`config.mk`:
```
export PLATFORM = sky130hd
export DESIGN_NAME = prog_loader
export DESIGN_NICKNAME = d
export VERILOG_FILES = /design/src/rtl/prog_loader_pkg.sv /design/src/rtl/prog_loader.sv
export SDC_FILE = /design/constraint.sdc
export NUM_CORES = 1
export LEC_CHECK = 0
export BUFFER_PORTS_ARGS = -buffer_cell sky130_fd_sc_hd__buf_2
export CORE_ASPECT_RATIO = 2
export CORE_MARGIN = 4
export CORE_UTILIZATION = 40
export DETAILED_ROUTE_END_ITERATION = 6
export GPL_TIMING_DRIVEN = 0
export PLACE_DENSITY = 0.65
export REMOVE_ABC_BUFFERS = 1
export SYNTH_ARGS = -nofsm -noshare
export SYNTH_HDL_FRONTEND = slang
export SYNTH_SLANG_ARGS = --single-unit
```
`constraint.sdc`:
```
create_clock -name clk -period 3 [get_ports clk]
set_input_delay 0.15 -clock clk [delete_from_list [all_inputs] [get_ports clk]]
set_output_delay 0.15 -clock clk [all_outputs]
set_load 0.05 [all_outputs]
```
`src/rtl/prog_loader_pkg.sv`:
```
// Shared constants for the program loader: state encodings, width defaults
// and the layout of the two-byte length header.
package prog_loader_pkg;

  localparam int STATE_W = 3;

  localparam logic [STATE_W-1:0] S_IDLE    = 3'd0;
  localparam logic [STATE_W-1:0] S_LEN_HI  = 3'd1;
  localparam logic [STATE_W-1:0] S_LEN_LO  = 3'd2;
  localparam logic [STATE_W-1:0] S_BYTE_HI = 3'd3;
  localparam logic [STATE_W-1:0] S_BYTE_LO = 3'd4;
  localparam logic [STATE_W-1:0] S_WRITE   = 3'd5;
  localparam logic [STATE_W-1:0] S_RUN     = 3'd6;
  localparam logic [STATE_W-1:0] S_ERR     = 3'd7;

  localparam int ADDR_W_DEF = 9;
  localparam int DATA_W_DEF = 16;

  // Header is {LEN_HI, LEN_LO}; only bit 0 of LEN_HI carries data (count[8]).
  localparam int         LEN_W            = 9;
  localparam int         LEN_MSB_BIT      = 0;
  localparam logic [7:0] LEN_HI_RSVD_MASK = 8'hFE;

  function automatic logic len_hi_ok(input logic [7:0] b);
    return (b & LEN_HI_RSVD_MASK) == 8'h00;
  endfunction

endpackage

```
`src/rtl/prog_loader.sv`:
```
// Byte-stream program loader: parses a length header, assembles 16-bit words,
// writes them to code memory at consecutive addresses, then enables the datapath.
module prog_loader
  import prog_loader_pkg::*;
#(
  parameter int ADDR_W = ADDR_W_DEF,
  parameter int DATA_W = DATA_W_DEF
) (
  input  logic              clk,
  input  logic              rst_n,
  input  logic              start,
  input  logic              abort,
  input  logic [7:0]        rx_data,
  input  logic              rx_valid,
  output logic              rx_ready,
  output logic              code_w_en,
  output logic [ADDR_W-1:0] code_addr,
  output logic [DATA_W-1:0] code_data,
  output logic              run,
  output logic              busy,
  output logic              error
);

  logic [STATE_W-1:0] state;
  logic [STATE_W-1:0] state_nx;
  logic [LEN_W-1:0]   count;
  logic [ADDR_W-1:0]  addr;
  logic [7:0]         hi_byte;
  logic               accept;
  logic               last_word;
  logic               can_start;

  assign accept    = rx_valid && rx_ready;
  assign last_word = (addr == ADDR_W'(count - LEN_W'(1)));
  assign can_start = (state == S_IDLE) || (state == S_RUN) || (state == S_ERR);

  // All outputs except the write port decode directly from state, so reset
  // forces them low without waiting for a clock.
  assign rx_ready  = (state == S_LEN_HI) || (state == S_LEN_LO) ||
                     (state == S_BYTE_HI) || (state == S_BYTE_LO);
  assign busy      = rx_ready || (state == S_WRITE);
  assign code_w_en = (state == S_WRITE);
  assign run       = (state == S_RUN);
  assign error     = (state == S_ERR);

  always_comb begin
    state_nx = state;
    if (abort) begin
      state_nx = S_IDLE;
    end else begin
      case (state)
        S_IDLE, S_RUN, S_ERR: begin
          if (start) state_nx = S_LEN_HI;
        end
        S_LEN_HI: begin
          if (accept) state_nx = len_hi_ok(rx_data) ? S_LEN_LO : S_ERR;
        end
        S_LEN_LO: begin
          if (accept) state_nx = ({count[LEN_W-1], rx_data} == '0) ? S_ERR : S_BYTE_HI;
        end
        S_BYTE_HI: begin
          if (accept) state_nx = S_BYTE_LO;
        end
        S_BYTE_LO: begin
          if (accept) state_nx = S_WRITE;
        end
        S_WRITE: begin
          state_nx = last_word ? S_RUN : S_BYTE_HI;
        end
        default: state_nx = S_IDLE;
      endcase
    end
  end

  always_ff @(posedge clk or negedge rst_n) begin
    if (!rst_n) begin
      state <= S_IDLE;
    end else begin
      state <= state_nx;
    end
  end

  // The high byte is staged privately and the write port is updated as a
  // whole word on entry to WRITE, so code_addr/code_data never change mid-word.
  always_ff @(posedge clk or negedge rst_n) begin
    if (!rst_n) begin
      count     <= '0;
      addr      <= '0;
      hi_byte   <= '0;
      code_addr <= '0;
      code_data <= '0;
    end else if (!abort) begin
      if (can_start && start) begin
        addr <= '0;
      end
      if (accept) begin
        case (state)
          S_LEN_HI:  count[LEN_W-1] <= rx_data[LEN_MSB_BIT];
          S_LEN_LO:  count[7:0]     <= rx_data;
          S_BYTE_HI: hi_byte        <= rx_data;
          S_BYTE_LO: begin
            code_data <= DATA_W'({hi_byte, rx_data});
            code_addr <= addr;
          end
          default: ;
        endcase
      end
      if ((state == S_WRITE) && !last_word) begin
        addr <= addr + ADDR_W'(1);
      end
    end
  end

endmodule

```
==> flow_summary_export.csv, run 1 <==
group,metric,value,unit
synthesis,syn_area,0.00271,sq mm
clocking,cts_resized,0,
routing,ant_nets,0,
clocking,cts.clk_slew.worst_paths,0.07,ns
synthesis,yosysMostFrequentCell,"dfrtp_1",
routing,drc,0,
critical_path,crit_fanout,9,
routing,wl,5540,um
synthesis,synthArstFlopShare,100,%
global_route,grt_usage,14.7,%
sta,worst_pin_slew,1.20,ns
clocking,clk_latency,0.29,ns
floorplanning,core-area,0.00662,sq mm
floorplanning,num_rows,42,
job,maxCapViolations,0,
critical_path,rrSetupSlack,0.63,ns
clocking,cts_setup_buffers,0,
placed_design,dp_cells,352,
critical_path,timing.rr.start,"count[0]$_DFFE_PN0P_",
critical_path,cp_cell_sequence,"inv_1 > ha_1 > xnor3_1 > and3_1 > o211ai_2 > a2111oi_4 > a21oi_1 > mux2i_1",
synthesis,synth_commonest_cells,"dfrtp_1 (54), mux2_2 (39), nand2_1 (17)",
sta,fmax,423,MHz
sta,relSlewSlack,20.3,%
floorplanning,initial_core_util,40.9,%
routing,vias,1886,
sta,period_share,78.8,%
sta,rsz0062_at_grt,"no",
critical_path,crit_type,"reg -> reg",
power_and_ir_drop,p_total,2.48,mW
global_route,grt_pass1_wl,9500,um
clocking,cts_tree,"done",
sta,timing.setup.tns,0,ns
critical_path,max_stage_delay,0.60,ns
floorplanning,die_area,0.00824,sq mm
synthesis,synthFlopType,"dfrtp_1",
routing,wl_per_cell,15.4,um
routing,vias_per_cell,5.24,
global_route,gr-total-overflow,0,
critical_path,cp-end-kind,"register",
placed_design,dp.final_hpwl,4100,um
placed_design,port_buffers,42,
synthesis,synth_area_per_cell,11.7,sq um
synthesis,synth_edf_count,0,
critical_path,cp.depth,8,
clocking,cts_buffer_depth,2,
floorplanning,fp.dieW,66.2,um
power_and_ir_drop,leakagePower,1.57,nW
clocking,cts_made_buffers,5,
critical_path,cp-start-kind,"register",
routing,first_pass_iters,4,
clocking,holdBufCountCts,0,
synthesis,synth_cell_types,49,
synthesis,synthCells,231,
sta,finalHoldViolCount,0,
status,run_status,"finished clean",
sta,finalClockSkew,0.00740,ns
sta,slew_violations,0,
finish,n_antenna_cell,0,
critical_path,cpMaxStageDelayCell,"a2111oi_4",
hold_path,hold_path.class,"in -> async",
synthesis,ys_seq_elements,54,
finish,areaGrowthSynthToFinish,17.5,%
power_and_ir_drop,power_density,778,mW/mm^2
clocking,cts_root_buffer,"clkbuf_16",
sta,period_minus_slack,2.37,ns
clocking,htreeDepth,2,
power_and_ir_drop,ir_drop,0.524,mV
critical_path,ff2ff_path_depth,8,
global_route,grt_max_degree,55,
synthesis,yosysTopAreaCell,"dfrtp_1",
floorplanning,io_pins,43,
finish,nNetsFinal,286,
critical_path,worst_r2r_endpoint,"addr[6]$_DFFE_PN0P_",
synthesis,synth_seq_area_share,49.8,%
sta,setup_viol,0,
critical_path,cp.arrival,2.54,ns
global_route,grt_pass1_vias,1909,
clocking,clock_sinks,54,
critical_path,crit_family,"compound AO/OA/AOI/OAI gates",
finish,final_layout_size_suffix_gt1_share,36.8,%
synthesis,synth_warnings,0,
critical_path,crit_buf_inv,1,
synthesis,yosys-top-cells-area,"dfrtp_1 (50%), mux2_2 (16%), mux2i_1 (3.0%)",
critical_path,crit_required,3.18,ns
synthesis,synth_top_area_share,49.8,%
floorplanning,die_h,124,um
global_route,antenna_found_initial,0,
placed_design,place_congestion,0.824,
routing,drtIter0Drc,103,
finish,layoutNonFillerInstCount,360,
## metal layers
layer	share of wire (%)	wire length [um]	up-vias	GRT usage, %
met5	0	0	-	0
met4	2.6	146	0	6.35
met3	3.2	180	10	2.62
met2	55	3070	31	25.6
met1	39	2150	942	17.1
li1	-	-	903	-
## cell usage in the layout, fill, tap and decap left out, types with 4 or more instances in the layout
cell and n:
a21oi_1 11, and3_1 6, buf_2 42, clkbuf_16 5
dfrtp_1 54, inv_1 6, mux2_2 39, mux2i_1 8
nand2_1 17, nand2b_1 5, nand3_1 4, nand4_1 5
nor2_1 11, nor3_1 4, o21ai_1 4, xnor2_1 5
xor2_1 7
## flip-flops by register name (all words and copies together) (netlist names)
name / cells
count: 9
code_data: 16
code_addr: 9
hi_byte: 8
state: 3
addr: 9
## how the worst max path moves through the flow
stage | to | slack, ns | from
after floorplan | addr[4]$_DFFE_PN0P_ | 0.49 | state[1]$_DFFE_PN0P_
after global placement | code_addr[2]$_DFFE_PN0P_ | 0.17 | state[1]$_DFFE_PN0P_
after detailed placement | code_addr[8]$_DFFE_PN0P_ | 0.59 | state[1]$_DFFE_PN0P_
after CTS | code_data[11]$_DFFE_PN0P_ | 0.57 | state[1]$_DFFE_PN0P_
after global routing | state[2]$_DFFE_PN0P_ | 0.42 | count[0]$_DFFE_PN0P_
final | addr[6]$_DFFE_PN0P_ | 0.63 | count[0]$_DFFE_PN0P_
## worst reg2reg max path, cell delays in order, from the launching register on
cell,delay [ns]
dfrtp_1,0.43
inv_1,0.09
ha_1,0.30
xnor3_1,0.22
and3_1,0.17
o211ai_2,0.10
a2111oi_4,0.60
a21oi_1,0.20
mux2i_1,0.16
## logic make-up (layout without fill, tap and decap cells)
logic type / Yosys count / in the layout / share of synthesized area, %
adder cells (fa/ha/maj): 2 / 2 / 0.923
multiplexers: 48 / 48 / 19.6
buffers and inverters: 17 / 58 / 2.40
XOR/XNOR: 14 / 14 / 5.54
AND/OR/NAND/NOR: 65 / 65 / 13.5
flip-flops: 54 / 54 / 49.8
AO/OA/AOI/OAI: 31 / 31 / 8.26
## where the power goes
part	total (mW)	switching, mW	internal, mW	leakage, nW
clock	0.658	0.263	0.396	0.0842
sequential	1.01	0.135	0.872	0.721
combinational	0.815	0.511	0.304	0.762
total	2.48	0.909	1.57	1.57
## through the flow
step	util, %	area [sq um]	hold slack (ns)	setup slack [ns]
2_1_floorplan	-	2670	-0.146	0.492
3_3_place_gp	45.1	2990	0.424	0.171
3_5_place_dp	45.6	3020	0.429	0.586
4_1_cts	48.1	3190	0.125	0.571
5_1_grt	48.1	3190	0.131	0.419
6_report	48.1	3190	0.105	0.635
## area by class of cell
| type | count | area [sq um] |
|---|---|---|
| fill | 645 | 3430 |
| timing repair buffer | 44 | 233 |
| clock inverter | 3 | 43.8 |
| tap | 88 | 110 |
| sequential | 54 | 1350 |
| clock buffer | 5 | 125 |
| multi-input combinational | 160 | 1300 |
| inverter | 6 | 22.5 |
No activity file was read; power rests on OpenSTA's default activity.
==> run 2, diff against run 1 <==
Settings changed: ABC_AREA set to 1.
Clock period 3 ns to 2.2 ns, I/O delays scaled along.
==> run 2 against run 1 <==
  * Total power rose by 83%
  * Area after synthesis fell by 0.23%
  * First-iteration DRC count fell by 22%
  * Maximum frequency rose by 22%
  * Sequential power rose by 53%
==> flow_summary_export.csv, run 2 <==
group,metric,value,unit
sta,rsz0062_at_grt,"no",
sta,setup_viol,0,
status,run_status,"finished clean",
critical_path,cpMaxStageDelayCell,"dfrtp_1",
critical_path,max_stage_delay,0.41,ns
critical_path,cp-start-kind,"register",
synthesis,synth_warnings,0,
critical_path,cp_common_cell,"nand2_1",
synthesis,synth_top_area_share,50.0,%
routing,drc,0,
placed_design,dp_slack,-0.107,ns
routing,vias_per_cell,4.97,
global_route,grt_pass1_vias,2410,
synthesis,synthFlopType,"dfrtp_1",
sta,worst_pin_slew,1.20,ns
floorplanning,fp.dieW,66.2,um
clocking,htreeDepth,2,
critical_path,ff2ff_path_depth,12,
routing,ant_nets,0,
finish,areaGrowthSynthToFinish,18.3,%
sta,period_minus_slack,1.94,ns
floorplanning,num_rows,42,
routing,first_pass_iters,4,
synthesis,synthArstFlopShare,100,%
power_and_ir_drop,ir_drop,0.966,mV
critical_path,crit_required,2.43,ns
critical_path,timing.rr.start,"count[0]$_DFFE_PN0P_",
global_route,antenna_found_initial,0,
critical_path,crit_start,"count[0]$_DFFE_PN0P_",
sta,fin_ws,0.256,ns
floorplanning,die_area,0.00822,sq mm
critical_path,crit_fanout,11,
clocking,cts_buffer_depth,2,
critical_path,crit_type,"reg -> reg",
critical_path,critPathCapture,"addr[8]$_DFFE_PN0P_",
critical_path,cp.arrival,2.18,ns
critical_path,rrSetupSlack,0.26,ns
sta,finalClockSkew,0.00535,ns
synthesis,synth_commonest_cells,"nand2_1 (89), dfrtp_1 (54), o21ai_0 (36)",
synthesis,synth_cell_types,26,
finish,final_common_cell,"nand2_1",
global_route,grt_max_degree,55,
synthesis,synth_area_per_cell,8.10,sq um
synthesis,yosysTopAreaCell,"dfrtp_1",
sta,relSlewSlack,20.0,%
placed_design,place_area,0.00298,sq mm
critical_path,cp_cell_sequence,"inv_2 > ha_1 > nand3_1 > o21ai_1 > nand2_1 > nand2_1 > nand2_1 > nor2_2 > nand2_4 > nand3_4 > nand3_1 > nand2_1",
floorplanning,initial_core_util,40.9,%
finish,final_cell_mix,"nand2_1 (88), dfrtp_1 (54), buf_2 (42)",
finish,nNetsFinal,389,
routing,wl_per_cell,13.6,um
global_route,gr-total-overflow,0,
synthesis,synthCells,334,
finish,fillers,678,
clocking,cts_root_buffer,"clkbuf_16",
placed_design,port_buffers,42,
power_and_ir_drop,power_density,1420,mW/mm^2
hold_path,hold_path.class,"in -> async",
routing,vias,2299,
clocking,clk_latency,0.29,ns
placed_design,place_congestion,0.862,
power_and_ir_drop,leakagePower,1.76,nW
finish,fin_area,0.00320,sq mm
sta,finalHoldViolCount,0,
clocking,cts_made_buffers,5,
synthesis,syn_area,0.00271,sq mm
clocking,clock_sinks,54,
synthesis,synth_edf_count,0,
clocking,holdBufCountCts,0,
synthesis,yosys-top-cells-area,"dfrtp_1 (50%), nand2_1 (12%), o21ai_0 (6.7%)",
critical_path,cp-end-kind,"register",
floorplanning,io_pins,43,
clocking,cts.clk_slew.worst_paths,0.07,ns
clocking,cts_setup_buffers,0,
finish,largest_reg_flops,16,
routing,wl,6320,um
critical_path,worst_r2r_endpoint,"addr[8]$_DFFE_PN0P_",
synthesis,synth_seq_area_share,50.0,%
global_route,grt_pass1_wl,11000,um
job,maxCapViolations,0,
synthesis,yosysMostFrequentCell,"nand2_1",
finish,final_layout_size_suffix_gt1_share,20.5,%
sta,slew_violations,0,
clocking,cts_resized,1,
sta,fmax,514,MHz
clocking,cts_tree,"done",
sta,period_share,88.4,%
synthesis,ys_seq_elements,54,
placed_design,dp.final_hpwl,4670,um
floorplanning,die_h,124,um
finish,largest-register,"code_data",
routing,drtIter0Drc,80,
finish,n_antenna_cell,0,
global_route,grt_usage,17.0,%
floorplanning,core-area,0.00662,sq mm
## run 2: cell count changes in the layout (fill, tap and decap cells not counted), sizes merged, moves of 5 or more
cell / delta
nand3: +23
mux2i: -8
o2111ai: +7
xnor2: -5
o21ai: +34
nand2: +74
a21oi: -11
nor2: +23
mux2: -30
nand2b: -5
inv: +36
and3: -6
## run 2: where the power goes
group / switching, mW / internal [mW]
Combinational: 1.45 / 0.536
Clock: 0.367 / 0.654
Sequential: 0.243 / 1.31
Total: 2.06 / 2.50
## run 2: critical path, delay by kind of cell (launching register included)
kind,cells,cell delay (ns)
flip-flops,1,0.41
AND/OR/NAND/NOR,9,0.95
AO/OA/AOI/OAI,1,0.18
adder cells (fa/ha/maj),1,0.24
buffers and inverters,1,0.10
## run 2: per-layer routing
metal / up-vias / track usage (%) / wire (um)
li1: 1155 / - / -
met1: 1075 / 17.8 / 2340
met2: 49 / 30.2 / 3500
met3: 20 / 3.07 / 199
met4: 0 / 9.82 / 282
met5: - / 0 / 0
## run 2: stage by stage
| stage | TNS (ns) | utilization, % | power, mW | hold slack [ns] | std cells |
|---|---|---|---|---|---|
| floorplan | 0 | - | 3.05 | -0.186 | 325 |
| global placement | -0.347 | 45.0 | 3.48 | 0.420 | 455 |
| detailed placement | -0.723 | 45.0 | 3.53 | 0.433 | 455 |
| CTS | 0 | 48.0 | 4.57 | 0.114 | 463 |
| global route | 0 | 48.3 | 4.89 | 0.131 | 463 |
| finish | 0 | 48.3 | 4.55 | 0.0464 | 463 |
## run 2: how the worst min path moves through the flow
stage	start	to	slack (ns)	cells after the start
after floorplan	rst_n	addr[0]$_DFFE_PN0P_	-0.19	0
after global placement	rst_n	code_addr[1]$_DFFE_PN0P_	0.42	1
after detailed placement	rst_n	code_addr[1]$_DFFE_PN0P_	0.43	1
after CTS	rst_n	code_addr[1]$_DFFE_PN0P_	0.11	1
after global routing	rx_data[5]	count[5]$_DFFE_PN0P_	0.13	3
final	rst_n	code_addr[1]$_DFFE_PN0P_	0.05	1
## run 2: cell families (layout without fill, tap and decap cells)
family,count (synthesis),count (layout),synth area share [%]
compound gates,49,49,10.3
mux,10,10,4.16
buf+inv,52,93,7.54
xor+xnor,8,8,2.59
simple gates,159,159,24.6
fa+ha+maj,2,2,0.925
flops,54,54,50.0
## run 2: layout make-up
cell class,instances,area [sq um],share of cell area (%)
clock buffers,5,125,3.91
clock inverters,3,68.8,2.15
inverters,43,161,5.04
multi-input cells,228,1170,36.6
flip-flops and latches,54,1350,42.2
well taps,88,110,3.44
repair buffers,42,210,6.57
==> run 3, diff against run 2 <==
Settings changed: CORE_MARGIN 4 to not set, TNS_END_PERCENT set to 30.
==> run 3 against run 2 <==
  * Worst hold slack better by 0.0028 ns
  * Worst setup slack worse by 0.016 ns
  * Routed wire length is 3.9% lower
  * Largest cell class unchanged
==> flow_summary_export.csv, run 3 (synthesis gave the netlist of run 2 again) <==
group,metric,value,unit
status,run_status,"finished clean",
finish,fin_area,0.00314,sq mm
critical_path,crit_required,2.38,ns
global_route,grt_max_degree,55,
clocking,htreeDepth,2,
power_and_ir_drop,p_total,4.31,mW
power_and_ir_drop,ir_drop,0.717,mV
placed_design,dp_cells,455,
floorplanning,die_area,0.00712,sq mm
floorplanning,core-area,0.00657,sq mm
sta,period_share,89.1,%
sta,finalClockSkew,0.00494,ns
finish,finalCoreUtilization,47.8,%
routing,vias_per_cell,5.00,
critical_path,cp_common_cell,"nand2_1",
clocking,cts_made_buffers,5,
placed_design,place_area,0.00298,sq mm
clocking,cts_root_buffer,"clkbuf_16",
sta,finalHoldViolCount,0,
finish,n_antenna_cell,0,
clocking,holdBufCountCts,0,
routing,first_pass_iters,5,
global_route,gr-total-overflow,0,
clocking,cts_tree,"done",
finish,areaGrowthSynthToFinish,16.2,%
placed_design,port_buffers,42,
finish,nNetsFinal,389,
job,maxCapViolations,0,
global_route,grt_pass1_wl,10400,um
critical_path,crit_family,"simple AND/OR/NAND/NOR gates",
clocking,cts_buffer_depth,2,
critical_path,cp.arrival,2.14,ns
routing,drtIter0Drc,60,
floorplanning,die_h,118,um
global_route,grt_pass1_vias,2283,
critical_path,cp-end-kind,"register",
critical_path,crit_type,"reg -> reg",
finish,final_layout_size_suffix_gt1_share,20.5,%
finish,final_common_cell,"nand2_1",
clocking,clk_latency,0.30,ns
global_route,grt_usage,19.3,%
critical_path,cp_cell_sequence,"inv_2 > ha_1 > nand3_1 > nor2_1 > nand2_1 > nand2_1 > nand2_1 > nand2_1 > nor2_2 > nand2_2 > nand3_4 > nand3_1 > nand2_1",
clocking,clock_sinks,54,
floorplanning,initial_core_util,41.2,%
floorplanning,num_rows,42,
critical_path,crit_buf_inv,1,
finish,final_cell_mix,"nand2_1 (88), dfrtp_1 (54), buf_2 (42)",
sta,rsz0062_at_grt,"no",
global_route,antenna_found_initial,0,
routing,drc,0,
global_route,use_met2,33.4,%
floorplanning,fp.dieW,60.2,um
sta,setup_viol,0,
floorplanning,io_pins,43,
sta,period_minus_slack,1.96,ns
power_and_ir_drop,power_density,1370,mW/mm^2
critical_path,cp-start-kind,"register",
clocking,cts.clk_slew.worst_paths,0.07,ns
critical_path,cpMaxStageDelayCell,"dfrtp_1",
sta,whs,0.0492,ns
finish,largest-register,"code_data",
critical_path,max_stage_delay,0.41,ns
global_route,top_usage_layer,"met2",
placed_design,dp.final_hpwl,4480,um
hold_path,hold_path.class,"in -> async",
placed_design,place_congestion,0.864,
routing,wl,6070,um
global_route,met1_usage,21.7,%
finish,largest_reg_flops,16,
sta,relSlewSlack,21.2,%
routing,wl_per_cell,13.1,um
routing,ant_nets,0,
sta,timing.setup.tns,0,ns
sta,slew_violations,0,
sta,fmax,510,MHz
global_route,use_met3,2.95,%
finish,layoutNonFillerInstCount,463,
sta,fin_ws,0.241,ns
placed_design,dp_slack,-0.121,ns
critical_path,crit_fanout,11,
sta,worst_pin_slew,1.18,ns
routing,vias,2315,
power_and_ir_drop,leakagePower,1.73,nW
==> run 3: routing by layer <==
layer / part of all wire [%] / vias up
met5: 0 / -
met2: 57 / 46
met4: 2.8 / 0
met1: 38 / 1102
met3: 2.6 / 15
li1: - / 1152
==> run 3: timing repair <==
| action | CTS | global route |
|---|---|---|
| buffers inserted | 0 | 0 |
| gates resized for setup | 1 | 2 |
| setup endpoints to repair | 12 | 10 |
==> run 3: cell type report <==
class	count	area (sq um)
inverter	43	161
multi-input combinational	228	1160
clock buffer	5	125
timing repair buffer	42	210
tap	88	110
clock inverter	3	22.5
fill	672	3430
sequential	54	1350
==> run 3: where the power goes <==
group	internal, mW	leakage [nW]	switching, mW
Sequential	1.31	0.727	0.248
Clock	0.429	0.0746	0.372
Combinational	0.532	0.926	1.42
==> run 3: path summary, 6_finish.rpt <==
path,depth (start not counted),slack (ns),start,to
max in group asynchronous,1,1.42,rst_n,code_data[4]$_DFFE_PN0P_
min in group clk,4,0.12,abort,state[2]$_DFFE_PN0P_
worst max-delay path,13,0.24,count[0]$_DFFE_PN0P_,addr[7]$_DFFE_PN0P_
worst min register to register,2,0.48,code_addr[6]$_DFFE_PN0P_,code_addr[6]$_DFFE_PN0P_
worst max register to register,13,0.24,count[0]$_DFFE_PN0P_,addr[7]$_DFFE_PN0P_
worst min-delay path,1,0.05,rst_n,code_addr[8]$_DFFE_PN0P_
